$ cat config.mk
export PLATFORM = sky130hd
export DESIGN_NAME = yarp_regfile_sb
export DESIGN_NICKNAME = d
export VERILOG_FILES = /design/src/rtl/yarp_regfile_sb.sv
export SDC_FILE = /design/constraint.sdc
export NUM_CORES = 2
export LEC_CHECK = 0
export CORE_MARGIN = 3
export CORE_UTILIZATION = 34
export DETAILED_ROUTE_END_ITERATION = 10
export DONT_BUFFER_PORTS = 1
export MAX_ROUTING_LAYER = met4
export PLACE_DENSITY = 0.47
export SYNTH_ARGS = -nofsm -noshare
export SYNTH_HDL_FRONTEND = slang
export SYNTH_SLANG_ARGS = --single-unit
$ cat constraint.sdc
create_clock -name clk -period 10 [get_ports clk]
set_input_delay 1 -clock clk [delete_from_list [all_inputs] [get_ports clk]]
set_output_delay 1 -clock clk [all_outputs]
set_load 0.02 [all_outputs]
$ cat src/rtl/yarp_regfile_sb.sv
`timescale 1ns/1ps
// yarp_regfile_sb
// Multi-read-port register file with an integrated write-pending scoreboard.
// Holds NREGS registers of XLEN bits; x0 reads as zero and is never busy.
// Each register has a busy bit. A reservation at issue sets it. A flush or
// the register's writeback clears it.
//
// Optional feature: define YARP_RF_BYPASS_EN to forward same-cycle writeback
// data (and a cleared busy flag) onto matching read ports.
//
// Ports:
//   clk, reset_n   clock (rising edge), asynchronous active-low reset
//   rs_addr_i      NRD packed read addresses (port k at [k*AW +: AW])
//   rs_data_o      NRD packed read data (port k at [k*XLEN +: XLEN]), combinational
//   rs_busy_o      per-port busy flag, combinational
//   rsv_en_i/rsv_addr_i              reserve destination register
//   wr_en_i/rd_addr_i/wr_data_i      writeback
//   flush_i        clear all busy bits (data kept)
//   busy_cnt_o     registered popcount of the busy vector
//   rsv_err_o      registered pulse: reservation hit an already-busy register
module yarp_regfile_sb #(
   parameter int XLEN  = 32,
   parameter int NREGS = 32,
   parameter int NRD   = 2
) (
   input  logic                       clk,
   input  logic                       reset_n,
   input  logic [NRD*$clog2(NREGS)-1:0] rs_addr_i,
   output logic [NRD*XLEN-1:0]        rs_data_o,
   output logic [NRD-1:0]             rs_busy_o,
   input  logic                       rsv_en_i,
   input  logic [$clog2(NREGS)-1:0]   rsv_addr_i,
   input  logic                       wr_en_i,
   input  logic [$clog2(NREGS)-1:0]   rd_addr_i,
   input  logic [XLEN-1:0]            wr_data_i,
   input  logic                       flush_i,
   output logic [$clog2(NREGS):0]     busy_cnt_o,
   output logic                       rsv_err_o
);

   localparam int AW = $clog2(NREGS);

   logic [XLEN-1:0]  regs_r [NREGS];
   logic [NREGS-1:0] busy_r;
   logic [NREGS-1:0] busy_nxt_s;
   logic [AW:0]      busy_cnt_r;
   logic             rsv_err_r;
   logic             wr_act_s;
   logic             rsv_act_s;
   logic             rsv_err_nxt_s;

   function automatic logic [AW:0] popcount(input logic [NREGS-1:0] v);
      logic [AW:0] c;
      c = {(AW+1){1'b0}};
      for (int i = 0; i < NREGS; i++) begin
         c = c + {{AW{1'b0}}, v[i]};
      end
      return c;
   endfunction

   // Accesses that target x0 are dropped here so nothing downstream sees them.
   assign wr_act_s  = wr_en_i  && (rd_addr_i  != {AW{1'b0}});
   assign rsv_act_s = rsv_en_i && (rsv_addr_i != {AW{1'b0}});

   // Next-state busy vector: reserve beats flush, flush beats writeback.
   always_comb begin
      busy_nxt_s = busy_r;
      for (int i = 1; i < NREGS; i++) begin
         if (rsv_act_s && (rsv_addr_i == AW'(i))) begin
            busy_nxt_s[i] = 1'b1;
         end else if (flush_i) begin
            busy_nxt_s[i] = 1'b0;
         end else if (wr_act_s && (rd_addr_i == AW'(i))) begin
            busy_nxt_s[i] = 1'b0;
         end else begin
            busy_nxt_s[i] = busy_r[i];
         end
      end
      busy_nxt_s[0] = 1'b0;
   end

   // Double reservation is an error unless the same-cycle writeback retires the old producer.
   always_comb begin
      if (rsv_act_s && busy_r[rsv_addr_i] && !(wr_act_s && (rd_addr_i == rsv_addr_i))) begin
         rsv_err_nxt_s = 1'b1;
      end else begin
         rsv_err_nxt_s = 1'b0;
      end
   end

   // Register storage; x0 is only ever written by reset.
   always_ff @(posedge clk or negedge reset_n) begin
      if (!reset_n) begin
         for (int i = 0; i < NREGS; i++) begin
            regs_r[i] <= {XLEN{1'b0}};
         end
      end else if (wr_act_s) begin
         regs_r[rd_addr_i] <= wr_data_i;
      end
   end

   // Scoreboard state, busy count and error pulse.
   always_ff @(posedge clk or negedge reset_n) begin
      if (!reset_n) begin
         busy_r     <= {NREGS{1'b0}};
         busy_cnt_r <= {(AW+1){1'b0}};
         rsv_err_r  <= 1'b0;
      end else begin
         busy_r     <= busy_nxt_s;
         busy_cnt_r <= popcount(busy_nxt_s);
         rsv_err_r  <= rsv_err_nxt_s;
      end
   end

   assign busy_cnt_o = busy_cnt_r;
   assign rsv_err_o  = rsv_err_r;

   for (genvar k = 0; k < NRD; k++) begin : g_rd
      logic [AW-1:0]   addr_s;
      logic [XLEN-1:0] data_s;
      logic            busy_s;

      assign addr_s = rs_addr_i[k*AW +: AW];

      // Read mux for one port; x0 is forced to zero / not busy.
      always_comb begin
         data_s = {XLEN{1'b0}};
         busy_s = 1'b0;
         if (addr_s == {AW{1'b0}}) begin
            data_s = {XLEN{1'b0}};
            busy_s = 1'b0;
`ifdef YARP_RF_BYPASS_EN
         end else if (wr_act_s && (rd_addr_i == addr_s)) begin
            // Forwarded result; still busy if a new producer reserves it now.
            data_s = wr_data_i;
            busy_s = rsv_act_s && (rsv_addr_i == addr_s);
`endif
         end else begin
            data_s = regs_r[addr_s];
            busy_s = busy_r[addr_s];
         end
      end

      assign rs_data_o[k*XLEN +: XLEN] = data_s;
      assign rs_busy_o[k]              = busy_s;
   end

endmodule
==> results.ini <==
[sta]
period_share = 0.717
relSlewSlack = 0.170
setup_tns_ps = 0
finalHoldViolations = 0
setup_viol = 0
max_freq_mhz = 140
report.final.slew_viol_count = 0
fin_worst_skew_ps = 27.1
timing_worst_slew_pin_value_ps = 1240
min_period_ps = 7170
rsz0062_at_grt = no

[cells_and_area]
antenna_cells = 0
fillers = 15900
design_area_um2 = 64100
register_area_um2 = 26600
fin_nets = 3878
drive_above_1_share = 0.492
multi_input_area_um2 = 29700
syn2layout_area_growth_pct = 10.2

[clocking]
post-cts-setup-buffers = 0
cts_hold_buf = 1
cts_tree = yes
ctsRootBufferMaster = clkbuf_16
cts_sinks = 1062
clkLatencyLatePin_ps = 760
post_cts_resized = 0
htree_levels = 3
clockBufferDepth = 3
cts_made_buffers = 121
path_clk_slew_ps = 60

[routing]
antenna_left = 0
firstDrtPassIters = 6
vias_per_cell = 5.93
routedWlPerCell_um = 32.5
drt_wl_total_um = 198000
drc = 0
via_count = 36100
initialDrtViolationCount = 2662

[floorplanning]
die_h_um = 420
die-area_um2 = 176000
fp.dieW_um = 420
rows = 151
ios = 130
start_util = 0.343
coreArea_um2 = 170000

[setup_path]
worst_path_most_repeated_cell = fa_1
path_cells = nor3b_1, nand2b_4, nand3_1, o21ai_0, fa_1, inv_1, fa_1, fa_1, inv_1, fa_1, fa_1, inv_1, fa_1, inv_1, fa_1, fa_1, a21o_1, a21oi_1, xnor2_1
worstSetupPathType = input port to flop
start_kind = input port
max_stage_delay_ps = 880
worst-path-max-fanout = 33
slowest_stage = nor3b_1
crit_required_ps = 10690
arrival_ps = 7850
crit_path_end_kind = flop

[yosys]
ys_seq_area_frac = 0.457
syn_area_um2 = 58100
synth_edf_count = 0
syn_nets = 4104
synth_ff_type = dfrtp_1
synth_cells = 4017
syn-mean-instance-area_um2 = 14.5
synth_area_leaders = dfrtp_1 (46%), mux2_2 (21%), mux4_2 (16%)
synth_seq_cells = 1062
synth_top_cell_by_area = dfrtp_1
ys_types = 51
synth_top_area_share = 0.457
yosys_warnings = 0
synthArstFlopShare = 1.00

[grt]
gr-total-overflow = 0
antenna_found_initial = 1
grt_pass1_vias = 38000
grt_first_pass_wirelength_um = 288000
groute.usage.overall = 0.233
grt_max_degree = 282

[pwr]
ir_drop_uv = 144
power.density_nw_per_um2 = 195
total_power_w = 0.0125
power.leakage_nw = 27.7

[placement]
placed_area_um2 = 60200
hpwl_um = 104000
port_buffers = 0
globalplace.congestion = 0.799

[flow_run]
cap_violations = 0

[outcome]
outcome = finished clean

[hold_path]
min_path_type = input port to asynchronous set/reset pin

flip-flops by register name, summed over array words and instances (netlist names):
register / cells
regs_r: 1024
busy_r: 31
busy_cnt_o: 6
rsv_err_o: 1
power by group:
part	switching (W)	leakage (nW)	internal, W
clock	0.00190	1.93	0.00255
combinational	0.000872	12.1	0.00148
sequential	0.000578	13.7	0.00509
total	0.00335	27.7	0.00913
per-stage QoR:
| step | cells | util | hold slack [ps] | worst slack [ps] |
|---|---|---|---|---|
| floorplan | 4017 | - | 441 | 3290 |
| global placement | 5885 | 0.355 | 376 | 2200 |
| detailed placement | 5885 | 0.355 | 382 | 2150 |
| CTS | 6098 | 0.378 | 112 | 2970 |
| global route | 6098 | 0.378 | 154 | 2600 |
| finish | 6098 | 0.378 | 122 | 2830 |
cells in the final DEF, fill, tap and decap left out, types with 64 or more instances in the layout:
| cell type | instances |
|---|---|
| mux2_2 | 1094 |
| dfrtp_1 | 1062 |
| a211oi_1 | 64 |
| mux2i_1 | 268 |
| a22oi_1 | 128 |
| nor2b_1 | 73 |
| clkbuf_16 | 123 |
| mux4_2 | 404 |
| o22ai_1 | 64 |
| buf_4 | 100 |
| a21oi_1 | 66 |
critical path, delay by kind of cell:
kind,cells,cell delay (ps)
compound gates,3,560
xor+xnor,1,130
fa+ha+maj,8,3950
buf+inv,4,220
simple gates,3,1970
final timing paths:
path,start,to,slack [ps],depth (start not counted)
hold reg to reg,regs_r[1010],regs_r[1010],390,0
setup reg to reg,busy_r[22],busy_cnt_o[4],4500,17
min in group clk,flush_i,busy_r[25],380,1
hold / removal,reset_n,regs_r[855],120,1
setup / recovery,rd_addr_i[2],busy_cnt_o[4],2830,19
max in group asynchronous,reset_n,regs_r[811],6440,5
cell type report:
class,instances,area share
sequential,1062,0.415
clock buffer,183,0.0565
clock inverter,29,0.00418
tap,2218,0.0433
inverter,37,0.00217
timing repair buffer,112,0.0157
multi-input combinational,2457,0.463
layer usage:
| metal | global-route usage | vias to the layer above | share of wire |
|---|---|---|---|
| li1 | - | 14900 | - |
| met5 | - | - | 0 |
| met4 | 0.0590 | 0 | 0.023 |
| met3 | 0.0345 | 228 | 0.049 |
| met1 | 0.321 | 20100 | 0.46 |
| met2 | 0.361 | 913 | 0.47 |
synthesized netlist by cell type, types with 3 or more instances:
library cell and number:
nor2b_1 80, or2_2 4, buf_2 182, mux4_2 404
o21ai_0 17, mux2_2 1094, nor2_1 17, mux2i_1 268
a211oi_1 64, nor4_1 66, xor2_1 5, o21a_1 11
ha_1 7, o32a_1 4, nand3_1 26, o32ai_1 12
a221oi_1 4, a21oi_1 66, buf_6 13, dfrtp_1 1062
nand3b_1 9, a22oi_1 128, nand2_1 12, nor3b_1 4
and2_1 4, clkbuf_1 207, xnor2_1 3, nand2b_1 12
inv_1 37, buf_4 43, buf_1 13, fa_1 23
mux2_4 29, o22ai_1 64
logic make-up after synthesis:
family | count (synthesis) | share of synthesized area
AOI/OAI and AO/OA | 380 | 0.0449
xor gates and xnor gates | 8 | 0.00121
adders and majority gates | 30 | 0.00942
buffers and inverters | 498 | 0.0406
DFF | 1062 | 0.457
muxes | 1795 | 0.422
and+or+nand+nor | 244 | 0.0249
(Power assumes the default switching activity.)
